## src/rtl/feed_sink_if.sv

```systemverilog
// feed_sink bus port: four-phase request/ready responder bundle.
// The DMA engine or CPU is the master; feed_sink is the slave.
interface feed_sink_if;
  logic        i_request;
  logic        i_rw;
  logic [1:0]  i_address;
  logic [31:0] i_wdata;
  logic [31:0] o_rdata;
  logic        o_ready;

  modport master (
    output i_request,
    output i_rw,
    output i_address,
    output i_wdata,
    input  o_rdata,
    input  o_ready
  );

  modport slave (
    input  i_request,
    input  i_rw,
    input  i_address,
    input  i_wdata,
    output o_rdata,
    output o_ready
  );
endinterface

```

## src/rtl/feed_sink.sv

```systemverilog
// feed_sink: bus write sink -> FIFO -> valid/ready stream, with status/counters.
// FEED_SINK_WATERMARK_EN adds a watermark register and o_low_water output.
module feed_sink #(
  parameter int DEPTH   = 64,
  parameter int LEVEL_W = 16
) (
  input  logic        i_clock,
  input  logic        i_reset,
  feed_sink_if.slave  bus,
  output logic        o_stream_valid,
  output logic [31:0] o_stream_data,
  input  logic        i_stream_ready
`ifdef FEED_SINK_WATERMARK_EN
  ,
  output logic        o_low_water
`endif
);

  localparam int AW = $clog2(DEPTH);

  typedef enum logic {
    S_IDLE,
    S_ACK
  } state_t;

  state_t state_q, state_d;

  logic [31:0]        mem [DEPTH];
  logic [AW-1:0]      wptr_q, rptr_q;
  logic [LEVEL_W-1:0] level_q;
  logic [31:0]        acc_q, con_q;
  logic [31:0]        rdata_q, rdata_d;
  logic               unr_q;

  logic full, empty, accept, wr;
  logic push, pop, flush, clr_unr, set_unr;
  logic [31:0] status, reg3;

`ifdef FEED_SINK_WATERMARK_EN
  logic [LEVEL_W-1:0] wm_q;
  logic               lw_q;
  assign reg3 = 32'(wm_q);
  assign o_low_water = lw_q;
`else
  assign reg3 = 32'(DEPTH);
`endif

  assign full    = (level_q == LEVEL_W'(DEPTH));
  assign empty   = (level_q == '0);
  assign wr      = accept && bus.i_rw;
  assign push    = wr && (bus.i_address == 2'd0);
  assign flush   = wr && (bus.i_address == 2'd1) && bus.i_wdata[0];
  assign clr_unr = wr && (bus.i_address == 2'd1) && bus.i_wdata[1];
  assign pop     = o_stream_valid && i_stream_ready;
  assign set_unr = i_stream_ready && empty;

  assign status = {16'(level_q), 13'b0, unr_q, full, empty};

  assign o_stream_valid = !empty;
  assign o_stream_data  = empty ? '0 : mem[rptr_q];
  assign bus.o_ready    = (state_q == S_ACK);
  assign bus.o_rdata    = rdata_q;

  // Full uses the registered level: a same-cycle pop frees space next cycle.
  always_comb begin
    state_d = state_q;
    accept  = 1'b0;
    unique case (state_q)
      S_IDLE: begin
        if (bus.i_request &&
            !(bus.i_rw && bus.i_address == 2'd0 && full)) begin
          accept  = 1'b1;
          state_d = S_ACK;
        end
      end
      S_ACK: begin
        if (!bus.i_request)
          state_d = S_IDLE;
      end
    endcase
  end

  always_comb begin
    rdata_d = rdata_q;
    if (state_q == S_ACK && !bus.i_request) begin
      rdata_d = '0;
    end else if (accept && !bus.i_rw) begin
      unique case (bus.i_address)
        2'd0: rdata_d = acc_q;
        2'd1: rdata_d = status;
        2'd2: rdata_d = con_q;
        2'd3: rdata_d = reg3;
      endcase
    end
  end

  always_ff @(posedge i_clock or negedge i_reset) begin
    if (!i_reset) begin
      state_q <= S_IDLE;
      rdata_q <= '0;
    end else begin
      state_q <= state_d;
      rdata_q <= rdata_d;
    end
  end

  always_ff @(posedge i_clock) begin
    if (push)
      mem[wptr_q] <= bus.i_wdata;
  end

  always_ff @(posedge i_clock or negedge i_reset) begin
    if (!i_reset) begin
      wptr_q  <= '0;
      rptr_q  <= '0;
      level_q <= '0;
    end else if (flush) begin
      wptr_q  <= '0;
      rptr_q  <= '0;
      level_q <= '0;
    end else begin
      if (push)
        wptr_q <= wptr_q + 1'b1;
      if (pop)
        rptr_q <= rptr_q + 1'b1;
      if (push && !pop)
        level_q <= level_q + 1'b1;
      else if (pop && !push)
        level_q <= level_q - 1'b1;
    end
  end

  // Consumed counts every pop, including one that a flush overrides.
  always_ff @(posedge i_clock or negedge i_reset) begin
    if (!i_reset) begin
      acc_q <= '0;
      con_q <= '0;
      unr_q <= 1'b0;
    end else begin
      if (push)
        acc_q <= acc_q + 32'd1;
      if (pop)
        con_q <= con_q + 32'd1;
      if (set_unr)
        unr_q <= 1'b1;
      else if (clr_unr)
        unr_q <= 1'b0;
    end
  end

`ifdef FEED_SINK_WATERMARK_EN
  always_ff @(posedge i_clock or negedge i_reset) begin
    if (!i_reset) begin
      wm_q <= LEVEL_W'(DEPTH / 4);
      lw_q <= 1'b0;
    end else begin
      if (wr && bus.i_address == 2'd3)
        wm_q <= bus.i_wdata[LEVEL_W-1:0];
      lw_q <= (level_q <= wm_q);
    end
  end
`endif

endmodule

```

## src/flat_wrapper.sv

```systemverilog
// flat-port wrapper written by rule: the top's interface ports become plain ports
module feed_sink_flat 
#(
  parameter int DEPTH   = 64,
  parameter int LEVEL_W = 16
)
  (i_clock, i_reset, o_stream_valid, o_stream_data, i_stream_ready, bus_i_request, bus_i_rw, bus_i_address, bus_i_wdata, bus_o_rdata, bus_o_ready);
  feed_sink_if bus_i ();
  input  logic i_clock;
  input  logic i_reset;
  output logic o_stream_valid;
  output logic [31:0] o_stream_data;
  input  logic i_stream_ready;
  input wire logic [$bits(bus_i.i_request)-1:0] bus_i_request;
  input wire logic [$bits(bus_i.i_rw)-1:0] bus_i_rw;
  input wire logic [$bits(bus_i.i_address)-1:0] bus_i_address;
  input wire logic [$bits(bus_i.i_wdata)-1:0] bus_i_wdata;
  output wire logic [$bits(bus_i.o_rdata)-1:0] bus_o_rdata;
  output wire logic [$bits(bus_i.o_ready)-1:0] bus_o_ready;
  assign bus_i.i_request = bus_i_request;
  assign bus_i.i_rw = bus_i_rw;
  assign bus_i.i_address = bus_i_address;
  assign bus_i.i_wdata = bus_i_wdata;
  assign bus_o_rdata = bus_i.o_rdata;
  assign bus_o_ready = bus_i.o_ready;
  feed_sink #(.DEPTH(DEPTH), .LEVEL_W(LEVEL_W)) u_core (.i_clock(i_clock), .i_reset(i_reset), .bus(bus_i), .o_stream_valid(o_stream_valid), .o_stream_data(o_stream_data), .i_stream_ready(i_stream_ready));
endmodule
```

## config.mk

```make
export PLATFORM = sky130hd
export DESIGN_NAME = feed_sink_flat
export DESIGN_NICKNAME = d
export VERILOG_FILES = /design/src/rtl/feed_sink_if.sv /design/src/rtl/feed_sink.sv /design/src/flat_wrapper.sv
export SDC_FILE = /design/constraint.sdc
export NUM_CORES = 2
export LEC_CHECK = 0
export BUFFER_PORTS_ARGS = -buffer_cell sky130_fd_sc_hd__buf_2
export CAP_MARGIN = 20
export CORE_MARGIN = 10
export CORE_UTILIZATION = 25
export CTS_CLUSTER_SIZE = 12
export DETAILED_ROUTE_END_ITERATION = 6
export PLACE_DENSITY = 0.47
export SYNTH_ARGS = -nofsm -noshare
export SYNTH_HDL_FRONTEND = slang
export SYNTH_SLANG_ARGS = --single-unit
```

## constraint.sdc

```tcl
create_clock -name i_clock -period 5.3 [get_ports i_clock]
set_clock_uncertainty 0.1 [all_clocks]
set_input_delay 0.53 -clock i_clock [delete_from_list [all_inputs] [get_ports i_clock]]
set_output_delay 0.53 -clock i_clock [all_outputs]
set_load 0.1 [all_outputs]
```

==> results by group <==
Run status
  • Status: finished, final reports clean

Timing
  • Final setup viols: 0
  • Final setup margin: 0.183 ns
  • Fin. max-slew vios: 0
  • Final TNS setup: 0 ns
  • Crit share post-route: 0.966
  • Worst slew pin tran: 1.20 ns
  • Final min period: 5.12 ns
  • Final hold violations: 0
  • RSZ-0062 raised after global routing: false
  • Max Freq: 0.195 GHz
  • Max-slew headroom: 0.197

Drt
  • Remaining antenna violation count: 0
  • Vias/cell: 4.65
  • WL per Instance: 28.5 um
  • DRT Pass-1 Iters: 7
  • Post-Route WL: 257000 um
  • Via Count: 42000
  • Iteration-0 DRC Markers: 4285
  • # DRC: 0

Floorplan
  • Starting Density: 0.251
  • Die Wd: 602 um
  • Chip height: 602 um
  • IO Pins: 105
  • Std-Cell Rows: 213
  • Core Region: 337000 um^2
  • Die area: 363000 um^2

Global route
  • Total track usage: 0.137
  • Antenna violations before repair: 26
  • Total grt overflow: 0
  • Global-route wire length before repair: 357000 um
  • Largest net degree at the start of global routing: 73
  • Vias in the first global route: 43200

Synthesis
  • Xor and xnor area share after synthesis: 0.00816
  • Syn avg cell area: 21.6 um^2
  • Synth Area in Compound Gates: 0.0211
  • Ys async rst share: 0.0580
  • Post-synth EDFFs: 2048
  • Synth area leaders: edfxtp_1 73%, mux4_2 15%, dfrtp_1 3.7%
  • Post-synthesis cell type count: 68
  • Main combinational cell family by area after synthesis: multiplexers
  • Simple-gate portion of the synthesized area: 0.0253
  • Yosys reg bits: 2174
  • Cells after Synth: 3923
  • Yosys warnings: 0
  • Adder-Cell Fraction of Synth Area: 0.00334
  • Post-synthesis mux area share: 0.166
  • Mapped cell area: 84700 um^2
  • Post-synth top flop: edfxtp_1
  • Sequential element share of the synthesized area: 0.763
  • Largest area contributor in the netlist: edfxtp_1
  • Syn_nets: 3984
  • Yosys top cell area share: 0.726

Min path
  • Path category of the worst min-delay check: primary input to flop

CTS
  • CTS tree: yes
  • Worst-Skew Late Latency: 0.92 ns
  • CTS H-Tree Depth: 4
  • # resized after CTS: 0
  • CTS Buf Count: 239
  • Clk sinks: 2174
  • Deepest clock path buffer count: 4
  • Clock-pin slew on the worst setup and hold paths: 0.06 ns
  • Clk root buf: clkbuf_16

Setup path
  • Slowest CP cell: or4_4
  • Worst-path cell chain: or4_4 > nor4_4 > inv_2 > nand2b_2 > nor2_4 > buf_4 > a22oi_1 > o21ai_1 > buf_2
  • Worst EP arrival: 4.49 ns
  • Setup Crit Path Kind: flop to primary output
  • Worst Setup Start Kind: flop
  • Worst setup EP type: primary output
  • Slowest stage delay, CP: 0.60 ns
  • WP data required: 4.67 ns
  • Crit path max fanout: 13

Pwr
  • Sequential fraction of design power: 0.374
  • Power Dens Cells: 513 nW/um^2
  • Psw: 17600 uW
  • Comb power frac: 0.324
  • Total leakage power: 0.0316 uW
  • Sw Ratio: 0.340
  • Maximum VDD drop: 0.000549 V
  • Clk network pwr share: 0.302
  • Int Power: 34100 uW

Placed design
  • Routability cong.: 0.777
  • Post-detail-place hpwl: 152000 um
  • DP Worst Slack: 1.04 ns
  • Port Buffers: 104

Final layout
  • Layout cells sized above 1: 0.291
  • Nets: 4368
  • Final Core Density: 0.298
  • Layout area overhead: 18.7%

Job
  • Max-cap violations: 0
registers in the layout, summed over array words and instances, names as in the netlist:
| register | count |
|---|---|
| u_core.mem | 2048 |
| u_core.unr_q | 1 |
| u_core.bus.o_ready | 1 |
| u_core.con_q | 32 |
| u_core.acc_q | 32 |
| u_core.bus.o_rdata | 32 |
| u_core.rptr_q | 6 |
| u_core.level_q | 16 |
| u_core.wptr_q | 6 |
path summary, 6_finish.rpt:
kind | slack [ns] | cells past startpoint | startpoint | to
worst min register to register | 0.38 | 2 | u_core.bus.o_rdata[7] | u_core.bus.o_rdata[7]
worst min-delay path | 0.05 | 1 | bus_i_wdata[25] | u_core.mem[2][25]
min in group asynchronous | 0.18 | 2 | i_reset | u_core.wptr_q[3]
max in group asynchronous | 3.62 | 3 | i_reset | u_core.acc_q[27]
worst max register to register | 0.98 | 12 | u_core.level_q[9] | u_core.level_q[12]
worst max-delay path | 0.18 | 9 | u_core.level_q[9] | o_stream_data[7]
cell families after synthesis:
logic type                 Yosys count
DFF                               2174
buffers and inverters              223
and+or+nand+nor                    464
adders and majority gates           22
muxes                              683
AOI/OAI and AO/OA                  278
xor gates and xnor gates            79
cells in the mapped netlist (all sizes together), types with 5 or more instances:
cell type / number
and2: 7
o21ai: 80
edfxtp: 2048
nor2: 160
nor3: 17
a21o: 7
mux2i: 100
o22ai: 27
dfrtp: 126
xnor2: 54
nand4: 27
buf: 134
a211oi: 19
and3: 18
nand2b: 5
nand3: 44
nand2: 151
a21oi: 57
inv: 8
mux4: 580
xor2: 25
a22oi: 32
a221o: 11
ha: 21
clkbuf: 78
a32oi: 16
o2111ai: 11
routing by layer:
metal,part of all wire,global-route usage,wire length [um],vias up
li1,-,-,-,17300
met1,0.42,0.182,108000,23000
met2,0.49,0.233,127000,1286
met3,0.055,0.0216,14200,370
met4,0.029,0.0367,7340,10
met5,0.00023,0,58,-
worst max-delay path, delay by kind of cell (launching register included):
kind / cells / cell delay [ns]
AO/OA/AOI/OAI: 2 / 0.70
buffers and inverters: 3 / 0.81
AND/OR/NAND/NOR: 4 / 1.65
flip-flops: 1 / 0.45
per-stage QoR:
step	hold slack (ns)	std cells	power [uW]	instance area, um^2
2_1_floorplan	0.134	3923	30900	84700
3_3_place_gp	0.360	8533	36700	92600
3_5_place_dp	0.368	8534	36700	92600
4_1_cts	0.103	8962	52300	99800
5_1_grt	0.0392	9012	53600	101000
6_report	0.0518	9016	51600	101000
power by group through the flow:
stage,sequential (uW),combinational (uW),clock [uW]
finish,19300,16700,15600
detailed placement,19700,17000,0
floorplan,19500,11400,0
global route,19300,17600,16600
global placement,19600,17000,0
CTS,19300,17100,15900
final cells by class:
class                      count  area (um^2)
timing repair buffer         355         3450
fill                       32600       237000
clock buffer                 296         6260
inverter                      11         48.8
clock inverter               128          938
multi-input combinational   1526        19500
antenna                       11         27.5
sequential                  2174        64700
tap                         4515         5650
cells in the final DEF (no fill, tap or decap), drive strengths merged, types with 57 or more instances in the layout:
master / instances
a21oi: 57
buf: 331
clkbuf: 296
clkinv: 108
dfrtp: 126
edfxtp: 2048
mux2i: 100
mux4: 580
nand2: 151
nor2: 160
o21ai: 80
timing repair:
| item | in CTS | in global routing |
|---|---|---|
| endpoints found under the setup margin | 0 | 0 |
| hold buffers | 4 | 20 |
| hold endpoints to repair | 53 | 168 |
| buffers inserted | 0 | 0 |
Power figures use the tool's default switching activity.
